**config.mk**
```make
export PLATFORM = sky130hd
export DESIGN_NAME = sweep_scheduler
export DESIGN_NICKNAME = d
export VERILOG_FILES = /design/src/rtl/sweep_scheduler.sv
export SDC_FILE = /design/constraint.sdc
export NUM_CORES = 1
export LEC_CHECK = 0
export CAP_MARGIN = 0
export CORE_ASPECT_RATIO = 1.4
export CORE_UTILIZATION = 50
export CTS_CLUSTER_SIZE = 28
export DETAILED_ROUTE_END_ITERATION = 16
export PLACE_DENSITY = 0.81
export SLEW_MARGIN = 40
export SYNTH_ARGS = -nofsm -noshare
export SYNTH_HDL_FRONTEND = slang
export SYNTH_SLANG_ARGS = --single-unit
```
**constraint.sdc**
```tcl
create_clock -name CLK -period 5.91 [get_ports CLK]
set_clock_uncertainty 0.15 [all_clocks]
set_input_delay 1.182 -clock CLK [delete_from_list [all_inputs] [get_ports CLK]]
set_output_delay 1.182 -clock CLK [all_outputs]
set_load 0.01 [all_outputs]
```
**src/rtl/sweep_scheduler.sv**
```systemverilog
// Solar tracker scan sequencer: sweeps the horizontal then vertical servo, samples the ADC
// at each position, strobes the capture register on a new maximum, and parks on the best point.
module sweep_scheduler #(
    parameter int unsigned PW_MIN        = 100000,
    parameter int unsigned PW_MAX        = 200000,
    parameter int unsigned PW_STEP       = 10000,
    parameter int unsigned PW_PARK       = 150000,
    parameter int unsigned SETTLE_CYCLES = 2000000,
    parameter int unsigned ADC_TIMEOUT   = 1024
) (
    input  logic        CLK,
    input  logic        RST,
    input  logic        START,
    input  logic [11:0] ADC_DATA,
    input  logic        ADC_VALID,
    input  logic [11:0] LV,
    input  logic [31:0] pulseWidth_max_H,
    input  logic [31:0] pulseWidth_max_V,
    output logic [31:0] pulseWidth_H,
    output logic [31:0] pulseWidth_V,
    output logic        GT,
    output logic        REG_CLR,
    output logic        ADC_REQ,
    output logic        BUSY,
    output logic        DONE,
    output logic        ERR
);

    localparam int unsigned CNT_MAX = (SETTLE_CYCLES > ADC_TIMEOUT) ? SETTLE_CYCLES : ADC_TIMEOUT;
    localparam int unsigned CNT_W   = $clog2(CNT_MAX + 1);

    typedef enum logic [3:0] {
        S_IDLE,
        S_CLEAR,
        S_MOVE,
        S_SETTLE,
        S_SAMPLE,
        S_COMPARE,
        S_NEXT,
        S_PARK_H,
        S_PARK,
        S_DONE
    } state_t;

    state_t             state;
    logic               phase_v;
    logic               hit;
    logic [CNT_W-1:0]   cnt;

    logic [31:0]        cur_pos;
    logic [32:0]        next_pos;
    logic               step_ok;

    // Next sweep point on the active axis, evaluated in 33 bits so the bound test cannot wrap.
    assign cur_pos  = phase_v ? pulseWidth_V : pulseWidth_H;
    assign next_pos = {1'b0, cur_pos} + 33'(PW_STEP);
    assign step_ok  = (next_pos <= 33'(PW_MAX));

    always_ff @(posedge CLK) begin
        if (RST) begin
            state        <= S_IDLE;
            phase_v      <= 1'b0;
            hit          <= 1'b0;
            cnt          <= '0;
            pulseWidth_H <= 32'(PW_PARK);
            pulseWidth_V <= 32'(PW_PARK);
            GT           <= 1'b0;
            REG_CLR      <= 1'b0;
            ADC_REQ      <= 1'b0;
            BUSY         <= 1'b0;
            DONE         <= 1'b0;
            ERR          <= 1'b0;
        end else begin
            GT      <= 1'b0;
            REG_CLR <= 1'b0;
            ADC_REQ <= 1'b0;
            DONE    <= 1'b0;

            case (state)
                S_IDLE: begin
                    if (START) begin
                        ERR     <= 1'b0;
                        REG_CLR <= 1'b1;
                        BUSY    <= 1'b1;
                        state   <= S_CLEAR;
                    end
                end

                S_CLEAR: begin
                    phase_v      <= 1'b0;
                    hit          <= 1'b0;
                    pulseWidth_H <= 32'(PW_MIN);
                    pulseWidth_V <= 32'(PW_PARK);
                    cnt          <= '0;
                    state        <= S_SETTLE;
                end

                S_SETTLE: begin
                    if (cnt == CNT_W'(SETTLE_CYCLES - 1)) begin
                        cnt     <= '0;
                        ADC_REQ <= 1'b1;
                        state   <= S_SAMPLE;
                    end else begin
                        cnt <= cnt + CNT_W'(1);
                    end
                end

                // GT is decided on the accepting edge so it is already valid in COMPARE.
                S_SAMPLE: begin
                    if (ADC_VALID) begin
                        GT    <= (ADC_DATA > LV);
                        state <= S_COMPARE;
                    end else if (cnt == CNT_W'(ADC_TIMEOUT - 1)) begin
                        ERR   <= 1'b1;
                        state <= S_NEXT;
                    end else begin
                        cnt <= cnt + CNT_W'(1);
                    end
                end

                S_COMPARE: begin
                    if (GT) begin
                        hit <= 1'b1;
                    end
                    state <= S_NEXT;
                end

                S_NEXT: begin
                    if (step_ok) begin
                        if (phase_v) begin
                            pulseWidth_V <= next_pos[31:0];
                        end else begin
                            pulseWidth_H <= next_pos[31:0];
                        end
                        cnt   <= '0;
                        state <= S_SETTLE;
                    end else begin
                        state <= phase_v ? S_PARK : S_PARK_H;
                    end
                end

                S_PARK_H: begin
                    pulseWidth_H <= hit ? pulseWidth_max_H : 32'(PW_PARK);
                    pulseWidth_V <= 32'(PW_MIN);
                    phase_v      <= 1'b1;
                    cnt          <= '0;
                    state        <= S_SETTLE;
                end

                S_PARK: begin
                    pulseWidth_H <= hit ? pulseWidth_max_H : 32'(PW_PARK);
                    pulseWidth_V <= hit ? pulseWidth_max_V : 32'(PW_PARK);
                    DONE         <= 1'b1;
                    state        <= S_DONE;
                end

                S_DONE: begin
                    BUSY  <= 1'b0;
                    state <= S_IDLE;
                end

                // S_MOVE is never entered: positions are applied on the transition edge itself.
                default: begin
                    BUSY  <= 1'b0;
                    state <= S_IDLE;
                end
            endcase
        end
    end

endmodule

```
# ---- Yosys cells after proc, flatten, opt, wreduce, memory -nomap -nowiden
# Index checks and enable logic that the tools add are counted.
dict set report word_totals {
  regBits 97
  inputBits 92
  out_inout_bits 70
}
dict set report op_classes {
  n_lt_le_gt_ge 2
  eq_ne 19
  addsub 2
  n_reduce_logical 20
  muxes 33
  n_bitwise 5
}
# operator count
set op_table {}
lappend op_table {{32-bit two-way mux} 7}
lappend op_table {{32-bit one-hot mux with 4 select lines} 1}
lappend op_table {{32-bit one-hot mux with 3 select lines} 1}
lappend op_table {{21-bit two-way mux} 4}
lappend op_table {{21-bit one-hot mux with 4 select lines} 1}
lappend op_table {{32-bit by 14-bit adder with 33-bit output (second input constant)} 1}
lappend op_table {{33-bit by 18-bit <= comparator with 1-bit output (second input constant)} 1}
lappend op_table {{4-bit one-hot mux with 7 select lines} 1}
lappend op_table {{4-bit two-way mux} 6}
lappend op_table {{21-bit by 1-bit adder with 21-bit output (second input constant)} 1}
lappend op_table {{21-bit by 10-bit equality test with 1-bit output (second input constant)} 1}
lappend op_table {{21-bit equality test (second input constant)} 1}
lappend op_table {{2-bit != test (second input constant)} 9}
lappend op_table {{4-bit by 3-bit equality test with 1-bit output (second input constant)} 4}
lappend op_table {{12-bit greater-than comparator} 1}
lappend op_table {{3-bit AND reduction} 3}
lappend op_table {{1-bit two-way mux} 8}
lappend op_table {{1-bit one-hot mux with 2 select lines} 4}
lappend op_table {{4-bit AND reduction} 2}
lappend op_table {{4-bit nonzero test} 2}
lappend op_table {{2-bit OR reduction} 4}
lappend op_table {{7-bit OR reduction} 1}
lappend op_table {{2-bit nonzero test} 3}
lappend op_table {{1-bit inverter} 5}
lappend op_table {{8 further kinds} 9}

# ---- Depth between registers and ports, before layout
dict set report depth {
  ltp_word 5
  ltp_mapped 23
  mapped_depth_nobuf 12
}

# ---- Least setup slack after synthesis
# OpenSTA, ideal clock, no wires.
dict set report synth_timing {
  kind {reg2reg}
  from {register phase_v}
  to {register pulseWidth_H[27]}
  setup_slack_ps 1484
  setup_ps 117
  t_arrival_ps 4160
  path_stages_with_launch 24
  n_path_buf 11
  cell_sequence {dfxtp_1 > buf_6 > buf_8 > buf_8 > buf_6 > buf_6 > buf_4 > buf_4 > clkbuf_1 > nand2_1 > o21ai_0 > ha_1 > nand4b_1 > o211ai_1 > a21oi_2 > a2111oi_2 > mux2i_1 > and4_1 > clkbuf_1 > and4_1 > buf_4 > nor3_4 > buf_6 > a22o_1}
}
dict set report synth_between {
  elab_chain_len 5
  elab_cells_between_ends 9
}
# item line
set synth_rtl {}
lappend synth_rtl {{start: declaration} 46} ;# logic phase_v;
lappend synth_rtl {{start signal: assignment} 62} ;# phase_v <= 1'b0;
lappend synth_rtl {{start signal: assignment} 90} ;# phase_v <= 1'b0;
lappend synth_rtl {{start signal: assignment} 145} ;# phase_v <= 1'b1;
lappend synth_rtl {{32-bit two-way mux} 55} ;# assign cur_pos = phase_v ? pulseWidth_V : pulseWidth_H;
lappend synth_rtl {{32-bit by 14-bit adder with 33-bit output} 56} ;# assign next_pos = {1'b0, cur_pos} + 33'(PW_STEP);
lappend synth_rtl {{33-bit by 18-bit <= comparator with 1-bit output / 32-bit two-way mux (equally long branches)} {57, 130}}
lappend synth_rtl {{2-bit != test (no line) / 32-bit two-way mux (equally long branches)} --}
lappend synth_rtl {{3-bit AND reduction (no line) / 32-bit one-hot mux with 3 select lines (equally long branches)} --}
lappend synth_rtl {{end signal: assignment} 65} ;# pulseWidth_H <= 32'(PW_PARK);
lappend synth_rtl {{end signal: assignment} 92} ;# pulseWidth_H <= 32'(PW_MIN);
lappend synth_rtl {{end signal: assignment} 133} ;# pulseWidth_H <= next_pos[31:0];
lappend synth_rtl {{end: declaration} 19} ;# output logic [31:0] pulseWidth_H,
# Parallel ways exist; a longest one is shown, timed or not. The select of a mux whose other input is x is not followed.
# A chain may end at the register's enable or synchronous reset.

# ---- Worst setup path in the final report
dict set report layout_timing {
  from {register phase_v}
  to {register pulseWidth_V[4]}
}
dict set report layout_between {
  elab_chain_len 5
  elab_cells_between_ends 9
}
# item line
set layout_rtl {}
lappend layout_rtl {{32-bit two-way mux} 55}
lappend layout_rtl {{32-bit by 14-bit adder with 33-bit output} 56}
lappend layout_rtl {{33-bit by 18-bit <= comparator with 1-bit output / 32-bit two-way mux (equally long branches)} {57, 130}}
lappend layout_rtl {{2-bit != test (no line) / 32-bit two-way mux (equally long branches)} --}
lappend layout_rtl {{3-bit AND reduction (no line) / 32-bit one-hot mux with 4 select lines (equally long branches)} --}
lappend layout_rtl {{end signal: assignment} 66} ;# pulseWidth_V <= 32'(PW_PARK);
lappend layout_rtl {{end signal: assignment} 93} ;# pulseWidth_V <= 32'(PW_PARK);
lappend layout_rtl {{end signal: assignment} 131} ;# pulseWidth_V <= next_pos[31:0];
lappend layout_rtl {{end: declaration} 20} ;# output logic [31:0] pulseWidth_V,
# Parallel ways exist; a longest one is shown, timed or not. The select of a mux whose other input is x is not followed.

==> results.py <==
metrics = {
    "synthesis": {
        "synth-compound-area-share_pct": 28.90,
        "synth_fa_ha_area_share_pct": 2.961,
        "syn_avg_cell_area_sq_um": 8.095,
        "synth_edf_count": 0,
        "synthCells": 783,
        "synth_xor_area_share_pct": 2.625,
        "synth_top_family_by_area": "compound AO/OA/AOI/OAI gates",
        "synth_mux_area_share_pct": 7.738,
        "yosysSeqAreaShare_pct": 30.64,
        "synthArstFlopShare_pct": 0,
        "synth-main-ff-cell": "dfxtp_1",
        "ys_ff_latch": 97,
        "ys_warn_count": 0,
        "yosys.area_share.simple_pct": 21.20,
        "synthesis.nets": 890,
        "syn_area_sq_mm": 0.006339,
        "ys_types": 76,
    },
    "grt": {
        "grt_util_all_layers_pct": 32.21,
        "antenna_found_initial": 0,
        "grt_max_degree": 52,
        "grt_pass1_vias": 6604,
        "grt_pass1_wl_um": 33590,
        "grt_overflow": 0,
    },
    "timing": {
        "fmax_mhz": 227.4,
        "rsz0062_at_grt": "no",
        "setup_slack_ns": 1.512,
        "finalHoldViolCount": 0,
        "final-max-slew-violation-count": 0,
        "relSlewSlack_pct": 48.13,
        "setup_viol": 0,
        "tightest_slew_ns": 0.7751,
        "setup_tns_ns": 0,
        "fin_crit_sh_pct": 74.41,
        "fin_crit_ns": 4.398,
    },
    "clocking": {
        "cts_hold_buf": 0,
        "clk_latency_ns": 0.35,
        "cts-root-buf": "clkbuf_16",
        "htreeDepth": 3,
        "cts_buffer_depth": 2,
        "cts_tree": "done",
        "cts_resized": 0,
        "cts.sinks": 97,
        "post_cts_buffers": 0,
        "clkSlewWorstSetupHoldPaths_ns": 0.07,
        "numCtsBuffers": 9,
    },
    "worst_setup_path": {
        "cp-end-kind": "flop",
        "reg2reg_depth": 10,
        "r2r_slack_ns": 1.51,
        "cp-start-kind": "flop",
        "startpoint": "phase_v",
        "crit_fanout": 37,
        "required_ns": 6.03,
        "critical_path_class": "reg2reg",
        "regToRegStartpoint": "phase_v",
        "timing.rr.end": "pulseWidth_V[4]",
        "critPathArrivalTime_ns": 4.52,
    },
    "route": {
        "wirelength_um": 21240,
        "first_pass_iters": 5,
        "drt_first_iter_violations": 515,
        "wl_per_cell_um": 19.93,
        "vias_per_cell": 6.341,
        "postRouteAntennaNets": 0,
        "drc": 0,
        "dr_total_vias": 6760,
    },
    "floorplanning": {
        "die_x_um": 97.16,
        "coreArea_sq_mm": 0.01237,
        "die_h_um": 135.2,
        "boundaryPins": 162,
        "die_area_sq_mm": 0.01314,
        "initial_core_util_pct": 51.23,
        "row_count": 48,
    },
    "layout": {
        "n_fill_cell": 1082,
        "diodes": 0,
        "layout.nets": 1019,
        "utilization_pct": 66.80,
        "drive_above_1_share_pct": 4.913,
        "syn_to_final_growth_pct": 30.38,
    },
    "placed_design": {
        "dpl.hpwl_um": 15960,
        "io_buffers": 161,
        "place_ws_ns": 1.386,
        "gp_congestion": 0.9818,
    },
    "worst_hold_path": {
        "hold_end": "cnt[19]",
        "hold_path.class": "reg2reg",
        "hold_depth": 1,
        "hp-start": "cnt[19]",
    },
    "pwr": {
        "power_leakage_nw": 2.833,
        "powerDensity_mw_per_mm2": 230.7,
        "ir_drop_mv": 0.1530,
    },
    "outcome": {
        "status": "complete, no violations",
    },
    "run": {
        "cap_violations": 0,
    },
}
## report_power, final
group | leakage, nW | internal (mW) | total [mW] | switching [mW]
combinational | 1.89 | 0.227 | 0.494 | 0.267
clock | 0.160 | 0.384 | 0.654 | 0.269
sequential | 0.788 | 0.691 | 0.759 | 0.0680
total | 2.83 | 1.30 | 1.91 | 0.604
## routing by layer
layer | wire length, um | GRT usage, %
met5 | 0 | 0
met4 | 1232 | 20.48
met3 | 1154 | 4.850
met2 | 11260 | 60.60
met1 | 7597 | 33.16
## how the worst max path moves through the flow
stage / end / slack (ns) / cells past startpoint
2_1_floorplan: pulseWidth_H[27] / 1.48 / 23
3_3_place_gp: pulseWidth_H[5] / 1.44 / 10
3_5_place_dp: pulseWidth_V[8] / 1.39 / 10
4_1_cts: cnt[13] / 1.31 / 11
5_1_grt: pulseWidth_V[14] / 1.26 / 10
6_report: pulseWidth_V[4] / 1.51 / 10
## sequential cells by signal (all words and copies together), names as in the netlist
signal / count
ADC_REQ: 1
GT: 1
phase_v: 1
ERR: 1
pulseWidth_H: 32
state: 4
BUSY: 1
pulseWidth_V: 32
DONE: 1
cnt: 21
REG_CLR: 1
hit: 1
## worst max-delay path, cell delays in order, from the launching register on
cell and delay, ns:
dfxtp_4 0.67, buf_4 0.40, mux2i_1 0.38, a21oi_2 0.13
o21ai_0 0.49, nor3b_1 0.25, o21bai_1 0.10, o311ai_1 0.44
nand2_1 0.45, nor2_4 0.61, mux2i_1 0.25
## Yosys cell counts, drive strengths merged (7+ instances only)
master,n,area (sq um)
o21a,9,67.56
nand3,26,130.1
and3,9,56.30
nand4b,7,61.31
a221oi,8,70.07
nand4,15,108.9
a31oi,20,125.1
clkbuf,33,123.9
inv,32,120.1
o211ai,7,52.55
a21o,14,105.1
mux2i,43,430.4
nand2,53,201.5
a22o,16,140.1
nor4,7,58.81
o21ai,46,230.2
xnor2,12,105.1
nand2b,11,68.82
buf,15,128.9
nor3,25,136.4
ha,15,187.7
a211oi,28,215.2
nor2,67,261.5
xor2,7,61.31
dfxtp,97,1942
and2,8,50.05
a21oi,67,346.6
## cells in the final DEF, fill, tap and decap left out, types with 7 or more instances in the layout
cell               n
a21oi_1           64
a211oi_1          27
nand2b_1          11
nand3_1           26
ha_1              15
clkbuf_16          9
o21a_1             9
nand4_1           14
and3_1             9
nand4b_1           7
a22o_1            16
dfxtp_1           96
o211ai_1           7
nand2_1           52
xor2_1             7
o21ai_0           44
xnor2_1           12
a21o_1            14
mux2i_1           43
inv_1             32
nor3_1            24
nor2_1            65
a221oi_1           8
a31oi_1           20
clkdlybuf4s50_1  160
## metrics by stage
step	instance area [sq um]	total power [mW]	cells	hold WS (ns)
floorplan	6339	1.035	783	0.2974
global placement	7911	1.253	1050	0.3165
detailed placement	7926	1.258	1051	0.3201
CTS	8252	1.899	1066	0.3368
global route	8264	1.978	1066	0.3862
finish	8264	1.907	1066	0.3590
## cell families after synthesis
kind of cell / after synthesis
AO/OA/AOI/OAI: 267
AND/OR/NAND/NOR: 256
flip-flops: 97
buffers and inverters: 81
multiplexers: 48
XOR/XNOR: 19
adder cells (fa/ha/maj): 15
## cell type report
| cell class | count | area [sq um] | share of cell area (%) |
|---|---|---|---|
| flip-flops and latches | 97 | 1946 | 23.54 |
| clock inverters | 5 | 86.33 | 1.045 |
| repair buffers | 166 | 1650 | 19.97 |
| clock buffers | 10 | 239.0 | 2.892 |
| multi-input cells | 605 | 4031 | 48.78 |
| well taps | 150 | 187.7 | 2.271 |
| inverters | 33 | 123.9 | 1.499 |
Power figures use the tool's default switching activity.
